`config.mk`:
```
export PLATFORM = sky130hd
export DESIGN_NAME = round_banner_ctrl
export DESIGN_NICKNAME = d
export VERILOG_FILES = /design/src/rtl/round_banner_pkg.sv /design/src/rtl/frame_tick_gen.sv /design/src/rtl/round_banner_ctrl.sv
export SDC_FILE = /design/constraint.sdc
export NUM_CORES = 1
export LEC_CHECK = 0
export CAP_MARGIN = 5
export CORE_MARGIN = 5
export CORE_UTILIZATION = 35
export CTS_BUF_LIST = sky130_fd_sc_hd__clkbuf_16
export CTS_CLUSTER_DIAMETER = 40
export CTS_CLUSTER_SIZE = 20
export DETAILED_ROUTE_END_ITERATION = 10
export PLACE_DENSITY_LB_ADDON = 0.25
export SLEW_MARGIN = 20
export SYNTH_ARGS = -nofsm -noshare
export SYNTH_HDL_FRONTEND = slang
export SYNTH_HIERARCHICAL = 1
export SYNTH_SLANG_ARGS = --single-unit
```
`constraint.sdc`:
```
create_clock -name vga_clk -period 1.65 [get_ports vga_clk]
set_input_delay 0.165 -clock vga_clk [delete_from_list [all_inputs] [get_ports vga_clk]]
set_output_delay 0.165 -clock vga_clk [all_outputs]
set_load 0.05 [all_outputs]
```
`src/rtl/round_banner_pkg.sv`:
```
// == round_banner_pkg : shared state encoding and constants for the round banner sequencer (rev 1.0) ==
`default_nettype none
package round_banner_pkg;

  typedef enum logic [1:0] {
    ST_IDLE     = 2'd0,
    ST_FADE_IN  = 2'd1,
    ST_HOLD     = 2'd2,
    ST_FADE_OUT = 2'd3
  } state_e;

  localparam logic [3:0] INTENSITY_MAX  = 4'hF;
  localparam logic [1:0] ROUND_NONE     = 2'd0;
  localparam logic [9:0] FRAME_ORIGIN_X = 10'd0;
  localparam logic [9:0] FRAME_ORIGIN_Y = 10'd0;

endpackage
`default_nettype wire

```
`src/rtl/frame_tick_gen.sv`:
```
// == frame_tick_gen : registered one-cycle pulse after the raster origin is sampled (rev 1.0) ==
`default_nettype none
module frame_tick_gen
  import round_banner_pkg::*;
(
  input  logic       vga_clk,
  input  logic       reset,
  input  logic [9:0] DrawX,
  input  logic [9:0] DrawY,
  output logic       frame_tick
);

  logic tick_q;

  always_ff @(posedge vga_clk) begin
    if (reset) begin
      tick_q <= 1'b0;
    end else begin
      tick_q <= (DrawX == FRAME_ORIGIN_X) && (DrawY == FRAME_ORIGIN_Y);
    end
  end

  assign frame_tick = tick_q;

endmodule
`default_nettype wire

```
`src/rtl/round_banner_ctrl.sv`:
```
// == round_banner_ctrl : round banner sprite select + per-frame intensity envelope (rev 1.0) ==
// == Define ROUND_BANNER_FADE_EN to build the fade-in/fade-out phases; otherwise start jumps to HOLD. ==
`default_nettype none
module round_banner_ctrl
  import round_banner_pkg::*;
#(
  parameter int HOLD_FRAMES = 120,
  parameter int FADE_STEP   = 2
) (
  input  logic       vga_clk,
  input  logic       reset,
  input  logic [9:0] DrawX,
  input  logic [9:0] DrawY,
  input  logic       round_start,
  input  logic [1:0] round_num,
  input  logic       abort,
  output logic       busy,
  output logic       overlay_en,
  output logic [1:0] sprite_sel,
  output logic [3:0] intensity,
  output logic       done
);

  if (HOLD_FRAMES < 1 || HOLD_FRAMES > 255) begin : g_hold_range_chk
    $error("HOLD_FRAMES must be 1..255");
  end
  if (FADE_STEP < 1 || FADE_STEP > 15) begin : g_step_range_chk
    $error("FADE_STEP must be 1..15");
  end

  localparam logic [7:0] HOLD_LIM = 8'(HOLD_FRAMES);

  state_e     state_q, state_d;
  logic [1:0] sel_q, sel_d;
  logic [3:0] int_q, int_d;
  logic [7:0] hold_q, hold_d;
  logic       done_q, done_d;
  logic       frame_tick;
  logic       hold_exit;
`ifdef ROUND_BANNER_FADE_EN
  localparam logic [3:0] STEP_LIM = 4'(FADE_STEP);
  logic [3:0] step_q, step_d;
`endif

  frame_tick_gen u_tick (
    .vga_clk    (vga_clk),
    .reset      (reset),
    .DrawX      (DrawX),
    .DrawY      (DrawY),
    .frame_tick (frame_tick)
  );

  always_ff @(posedge vga_clk) begin
    if (reset) begin
      state_q <= ST_IDLE;
      sel_q   <= ROUND_NONE;
      int_q   <= '0;
      hold_q  <= '0;
      done_q  <= 1'b0;
`ifdef ROUND_BANNER_FADE_EN
      step_q  <= '0;
`endif
    end else begin
      state_q <= state_d;
      sel_q   <= sel_d;
      int_q   <= int_d;
      hold_q  <= hold_d;
      done_q  <= done_d;
`ifdef ROUND_BANNER_FADE_EN
      step_q  <= step_d;
`endif
    end
  end

  // abort overrides a coincident tick; expiry compares before increment so the count never wraps
  assign hold_exit = abort || (frame_tick && (hold_q >= HOLD_LIM - 8'd1));
  assign done_d    = (state_q != ST_IDLE) && (state_d == ST_IDLE);

  always_comb begin
    state_d = state_q;
    sel_d   = sel_q;
    int_d   = int_q;
    hold_d  = hold_q;
`ifdef ROUND_BANNER_FADE_EN
    step_d  = step_q;
`endif
    case (state_q)
      ST_IDLE: begin
        if (round_start && (round_num != ROUND_NONE) && !abort) begin
          sel_d  = round_num;
          hold_d = '0;
`ifdef ROUND_BANNER_FADE_EN
          state_d = ST_FADE_IN;
          int_d   = '0;
          step_d  = '0;
`else
          state_d = ST_HOLD;
          int_d   = INTENSITY_MAX;
`endif
        end
      end
      ST_HOLD: begin
        if (hold_exit) begin
`ifdef ROUND_BANNER_FADE_EN
          state_d = ST_FADE_OUT;
          step_d  = '0;
`else
          state_d = ST_IDLE;
          sel_d   = ROUND_NONE;
          int_d   = '0;
`endif
        end else if (frame_tick) begin
          hold_d = hold_q + 8'd1;
        end
      end
`ifdef ROUND_BANNER_FADE_EN
      ST_FADE_IN: begin
        if (abort) begin
          state_d = ST_FADE_OUT;
          step_d  = '0;
        end else if (frame_tick) begin
          if (step_q >= STEP_LIM - 4'd1) begin
            step_d = '0;
            int_d  = int_q + 4'd1;
            if (int_q == INTENSITY_MAX - 4'd1) begin
              state_d = ST_HOLD;
              hold_d  = '0;
            end
          end else begin
            step_d = step_q + 4'd1;
          end
        end
      end
      ST_FADE_OUT: begin
        if (frame_tick) begin
          if (int_q == '0) begin
            state_d = ST_IDLE;
            sel_d   = ROUND_NONE;
          end else if (step_q >= STEP_LIM - 4'd1) begin
            step_d = '0;
            int_d  = int_q - 4'd1;
          end else begin
            step_d = step_q + 4'd1;
          end
        end
      end
`endif
      default: begin
        state_d = ST_IDLE;
        sel_d   = ROUND_NONE;
        int_d   = '0;
      end
    endcase
  end

  always_comb begin
    busy       = (state_q != ST_IDLE);
    overlay_en = busy;
    sprite_sel = sel_q;
    intensity  = int_q;
    done       = done_q;
  end

endmodule
`default_nettype wire

```
# Word level (Yosys, flattened, before mapping)
# Index checks and enable logic that the tools add are counted.
# word_totals
reg_bits	18
input_bits	26
output_inout_bits	9
elab_cells	42
# classes
addsub	1
n_lt_le_gt_ge	1
n_eq_ne	5
mux	13
n_reduce_logical	16
# ops
operator	n
8-bit two-way mux	3
10-bit logical NOT	2
8-bit one-hot mux with 2 select lines	1
8-bit by 1-bit adder with 8-bit output (second input constant)	1
8-bit by 7-bit greater-or-equal comparator with 1-bit output (second input constant)	1
2-bit two-way mux	4
4-bit two-way mux	2
2-bit one-hot mux with 2 select lines	2
4-bit one-hot mux with 2 select lines	1
2-bit != test (second input constant)	3
2-bit nonzero test	3
1-bit logical AND	5
2-bit logical NOT	2
4-bit AND reduction	1
2-bit == test (second input constant)	1
2-bit by 1-bit != test with 1-bit output (second input constant)	1
2-bit AND reduction	1
1-bit logical NOT	1
1-bit logical OR	1

# Logic depth before layout (Yosys ltp)
# depth
ltp_word	7
ltp_mapped	6
mapped_depth_nobuf	5

# Hierarchy
# Netlist, hierarchy kept.
# modules_own_cells
mod	instances	cells_each	area_per_inst_um2	seq_area_each_um2
round_banner_ctrl	1	77	654.4	280.3
frame_tick_gen	1	8	70.1	20.0

# Least setup slack after synthesis
# No wires, ideal clock.
# synth_path
path_kind	flip-flop to flip-flop
start	register hold_q[0]
end	register hold_q[5]
setup_time_ns	0.070
arrival_ns	1.501
required_time_ns	1.580
setup_slack_ns	0.079
path_stages_with_launch	7
path_buffers	1
synth_period_minus_slack_ns	1.571
cell_sequence	dfxtp_1 > ha_1 > a21oi_2 > o2111ai_2 > buf_6 > or3_1 > a21oi_1
# synth_between
elab_chain_cells	5
word_cells_on_any_way	9
cone_classes	1 x add/sub; 1 x order compare; 1 x eq/ne; 3 x mux; 3 x reduce/logical
# synth_lines
item	line	source
start, declared	round_banner_ctrl.sv:36	logic [7:0] hold_q, hold_d;
start signal, assigned	round_banner_ctrl.sv:67	hold_q <= hold_d;
8-bit by 7-bit greater-or-equal comparator with 1-bit output	round_banner_ctrl.sv:76	assign hold_exit = abort || (frame_tick && (hold_q >= HOLD_LIM - 8'd1));
1-bit logical AND	round_banner_ctrl.sv:76	
1-bit logical OR	round_banner_ctrl.sv:76	
2-bit != test (no source line)	-	
4-bit AND reduction (no source line)	-	
# Several ways; a longest one is shown, not always the timed one. The select of a mux whose other input is x is not followed.
# A chain may end at the register's enable or synchronous reset.

# Worst setup path in the final report
# layout_path
start	register hold_q[0]
end	register hold_q[1]
# The elaborated chain is that of the path after synthesis.

==> run_results.csv <==
group,metric,value,unit
run_status,outcome,"finished clean",
synthesis,synthesis_stage_register_bit_count,15,
critical_path,r2r_setup_slack,30,ps
route,via_per_inst,5.16,
final_layout,area.growth.synth_to_final,75.5,%
sta,unrepaired_setup_endpoints_after_global_routing,"yes",
route,routed_wirelength,2220,um
synthesis,post_synth.cell_area_avg,8.52,um^2
global_route,track_usage,0.154,
global_route,antenna_violations_before_repair,0,
clocking,clock_transition_at_the_registers_of_the_reported_paths,50,ps
route,detail-route-antenna-nets,0,
sta,period_share,0.981,
floorplan,die_w,55.5,um
power_and_ir_drop,comb_power_share,0.145,
floorplan,number_of_placement_rows,16,
power_and_ir_drop,p_per_cell_area,761,nW/um^2
power_and_ir_drop,leakage,0.471,nW
placement,dpl-instance-area,1110,um^2
final_layout,nFillCells,171,
critical_path,criticalPathCategory,"reg -> reg",
synthesis,muxShareOfSynthArea,0,
placement,place_congestion,0.782,
floorplan,coreArea,1960,um^2
placement,pre_cts_ws,-167,ps
power_and_ir_drop,clockPowerShare,0.470,
power_and_ir_drop,share_seq_of_total_power,0.385,
synthesis,dominant_combinational_cell_family_by_area_after_synthesis,"simple AND/OR/NAND/NOR gates",
global_route,met1_usage,0.159,
floorplan,floorplan.die_area,3080,um^2
power_and_ir_drop,cellInternalPower,0.766,mW
final_layout,layout.core_utilization,0.648,
route,post-route-drc-count,0,
synthesis,synth-xor-area-share,0,
synthesis,postSynth.topFlopCell,"sky130_fd_sc_hd__dfxtp_1",
global_route,grt.met2_usage,0.296,
route,post_drt_wl_per_cell,14.0,um
synthesis,post_synth_num_cell_types,29,
sta,setup_viol,0,
critical_path,timing.critical_path.slowest_cell_delay,550,ps
synthesis,synthesis.nets,112,
sta,fmaxAchievable,0.618,GHz
clocking,cts_tree,"built",
critical_path,crit_path_max_fanout,4,
global_route,met3_use_gr,0.0326,
final_layout,num-nets-final,159,
synthesis,synth-simple-area-share,0.295,
synthesis,synth_seq_area_share,0.415,
synthesis,synth_common_cells,"sky130_fd_sc_hd__dfxtp_1, sky130_fd_sc_hd__a21oi_1, sky130_fd_sc_hd__nand3_1",
power_and_ir_drop,power_switching,0.202,mW
critical_path,path_cells,"ha_2, a21oi_4, o2111ai_4, or4b_1, a21oi_2",
global_route,wire_length_of_the_first_global_routing_pass,3840,um
floorplan,chipHeight,55.5,um
floorplan,design.portCount,35,
placement,place.port_buffers,34,
synthesis,synth-warning-count,6,
clocking,cts_made_buffers,3,
synthesis,async_flop_share,0,
placement,numPlacedInstances,150,
final_layout,final_design_area_no_fill,1270,um^2
global_route,grt-busiest-layer,"met2",
sta,period_minus_slack,1620,ps
placement,post-dp-hpwl,1590,um
route,drt_pre_antenna_iters,4,
clocking,numClockSinks,15,
synthesis,yosys.cell_count.top_type,"sky130_fd_sc_hd__dfxtp_1",
route,via_count,816,
route,drtIter0Drc,14,
synthesis,synth.area.top_cells,"sky130_fd_sc_hd__dfxtp_1, sky130_fd_sc_hd__a21oi_1, sky130_fd_sc_hd__nand3_1",
floorplan,floorplan.initialDensity,0.369,
final_layout,final_layout_size_suffix_gt1_frac,0.260,
critical_path,worst_setup_path_start_kind,"register",
global_route,vias_in_the_first_global_route,898,
synthesis,mappedNetlistArea,724,um^2
job,maxCapViolations,0,
min_path,holdCritPathClass,"in -> reg",
synthesis,post_synth_inst_count,85,
power_and_ir_drop,swShare,0.209,
critical_path,critical_path.slowest_cell,"sky130_fd_sc_hd__or4b_1",
sta,worstMarginPinSlew,503,ps
sta,worst_slew_margin_rel,0.664,
synthesis,synth_area_in_adders,0.0173,
clocking,clock_insertion_delay_worst_skew,240,ps
synthesis,synth_edf_count,0,
sta,hold_slack,470,ps
critical_path,cp-end-kind,"register",
synthesis,synth_top_cell_area_share,0.415,
sta,count_of_final_hold_check_violations,0,
final_layout,antenna-diode-count,0,
clocking,cts.path.max_buffers,2,
global_route,grt.overflow.total,0,
synthesis,post-synth-top-area-cell,"sky130_fd_sc_hd__dfxtp_1",
sta,timing.clock.skew,1.09,ps
critical_path,required,1830,ps
sta,timing_max_transition_violations_final,0,
clocking,cts_root_buf,"sky130_fd_sc_hd__clkbuf_16",
sta,final_critical_path_setup_slack,32.1,ps
synthesis,synth-compound-area-share,0.185,
global_route,grt_max_degree,9,
final_layout,final_cell_count_no_fill,158,
clocking,number_of_levels_the_h_tree_was_split_into,1,
critical_path,cp_arrival,1800,ps
power_and_ir_drop,vdd_drop_max,0.647,mV
[registers in the layout, summed over array words and instances, names as in the netlist]
register / cells
done: 1
hold_q: 8
sprite_sel: 2
intensity: 1
u_tick/frame_tick: 1
state_q: 2
[through the flow]
step / setup TNS, ps / total power, mW
final: 0 / 0.968
after floorplan: 0 / 0.436
after CTS: 0 / 0.974
after global placement: -360 / 0.515
after detailed placement: -574 / 0.518
after global routing: -82.6 / 0.998
[cell families after synthesis]
family / after synthesis
compound gates: 22
flops: 15
buf+inv: 10
fa+ha+maj: 1
simple gates: 36
other cells: 1
[cell type report]
cell class / count / area (um^2) / share of cell area
clock inverters: 1 / 3.75 / 0.00295
multi-input cells: 61 / 414 / 0.326
well taps: 27 / 33.8 / 0.0266
flip-flops and latches: 15 / 300 / 0.236
clock buffers: 3 / 75.1 / 0.0591
inverters: 4 / 15.0 / 0.0118
repair buffers: 47 / 429 / 0.338
[cell usage in the layout (no fill, tap or decap)]
cell | Yosys | routed
sky130_fd_sc_hd__conb_1 | 1 | 1
sky130_fd_sc_hd__a21oi_2 | 1 | 2
sky130_fd_sc_hd__nor3_1 | 2 | 2
sky130_fd_sc_hd__clkdlybuf4s50_1 | 0 | 27
sky130_fd_sc_hd__inv_1 | 4 | 5
sky130_fd_sc_hd__nand4_1 | 2 | 2
sky130_fd_sc_hd__nor2_1 | 4 | 4
sky130_fd_sc_hd__o21ai_1 | 0 | 2
sky130_fd_sc_hd__or4b_1 | 1 | 1
sky130_fd_sc_hd__a21oi_4 | 0 | 1
sky130_fd_sc_hd__or3_2 | 1 | 1
sky130_fd_sc_hd__or2_2 | 2 | 2
sky130_fd_sc_hd__ha_2 | 0 | 1
sky130_fd_sc_hd__nor4_2 | 1 | 1
sky130_fd_sc_hd__and3_1 | 2 | 2
sky130_fd_sc_hd__o211a_1 | 1 | 1
sky130_fd_sc_hd__or3_1 | 3 | 3
sky130_fd_sc_hd__nor2b_1 | 1 | 1
sky130_fd_sc_hd__o21ba_2 | 1 | 1
sky130_fd_sc_hd__a21oi_1 | 11 | 9
sky130_fd_sc_hd__nand3_1 | 8 | 8
sky130_fd_sc_hd__nor4_1 | 3 | 3
sky130_fd_sc_hd__nand2_1 | 3 | 3
sky130_fd_sc_hd__buf_4 | 4 | 18
sky130_fd_sc_hd__dfxtp_1 | 15 | 15
sky130_fd_sc_hd__o2111ai_2 | 1 | 1
sky130_fd_sc_hd__dlymetal6s2s_1 | 0 | 1
sky130_fd_sc_hd__nor3b_4 | 0 | 1
sky130_fd_sc_hd__o2111ai_4 | 0 | 1
sky130_fd_sc_hd__o21ai_0 | 7 | 5
sky130_fd_sc_hd__buf_6 | 1 | 1
sky130_fd_sc_hd__clkbuf_16 | 0 | 3
sky130_fd_sc_hd__or4_1 | 1 | 1
sky130_fd_sc_hd__nand2b_1 | 1 | 1
[what timing repair did]
item,CTS,global route
endpoints found under the setup margin,5,8
pin swaps,2,7
gates resized for setup,2,8
hold buffers,0,0
setup buffers,1,2
gates cloned,1,0
[worst max-delay path, delay by kind of cell (launching register included)]
family          cells  cell delay (ps)
fa+ha+maj           1              200
simple gates        1              550
compound gates      3              500
flops               1              310
[worst paths after layout]
check | from | to | cells after the start
max | hold_q[0] | hold_q[1] | 5
min | abort | hold_q[2] | 5
max reg2reg | hold_q[0] | hold_q[1] | 5
min reg2reg | sprite_sel[0] | sprite_sel[0] | 2
[power groups by stage]
stage	Clock (mW)	Sequential (mW)	Combinational (mW)
floorplan	0	0.390	0.0459
CTS	0.462	0.372	0.140
global placement	0	0.378	0.137
global route	0.476	0.373	0.149
detailed placement	0	0.379	0.139
finish	0.455	0.372	0.140
[per-layer routing]
layer	vias up	share of wire
met5	-	0
met4	0	0.018
met3	4	0.052
met2	31	0.54
met1	376	0.39
li1	405	-
Note: power is estimated with default switching activity, not from simulation.
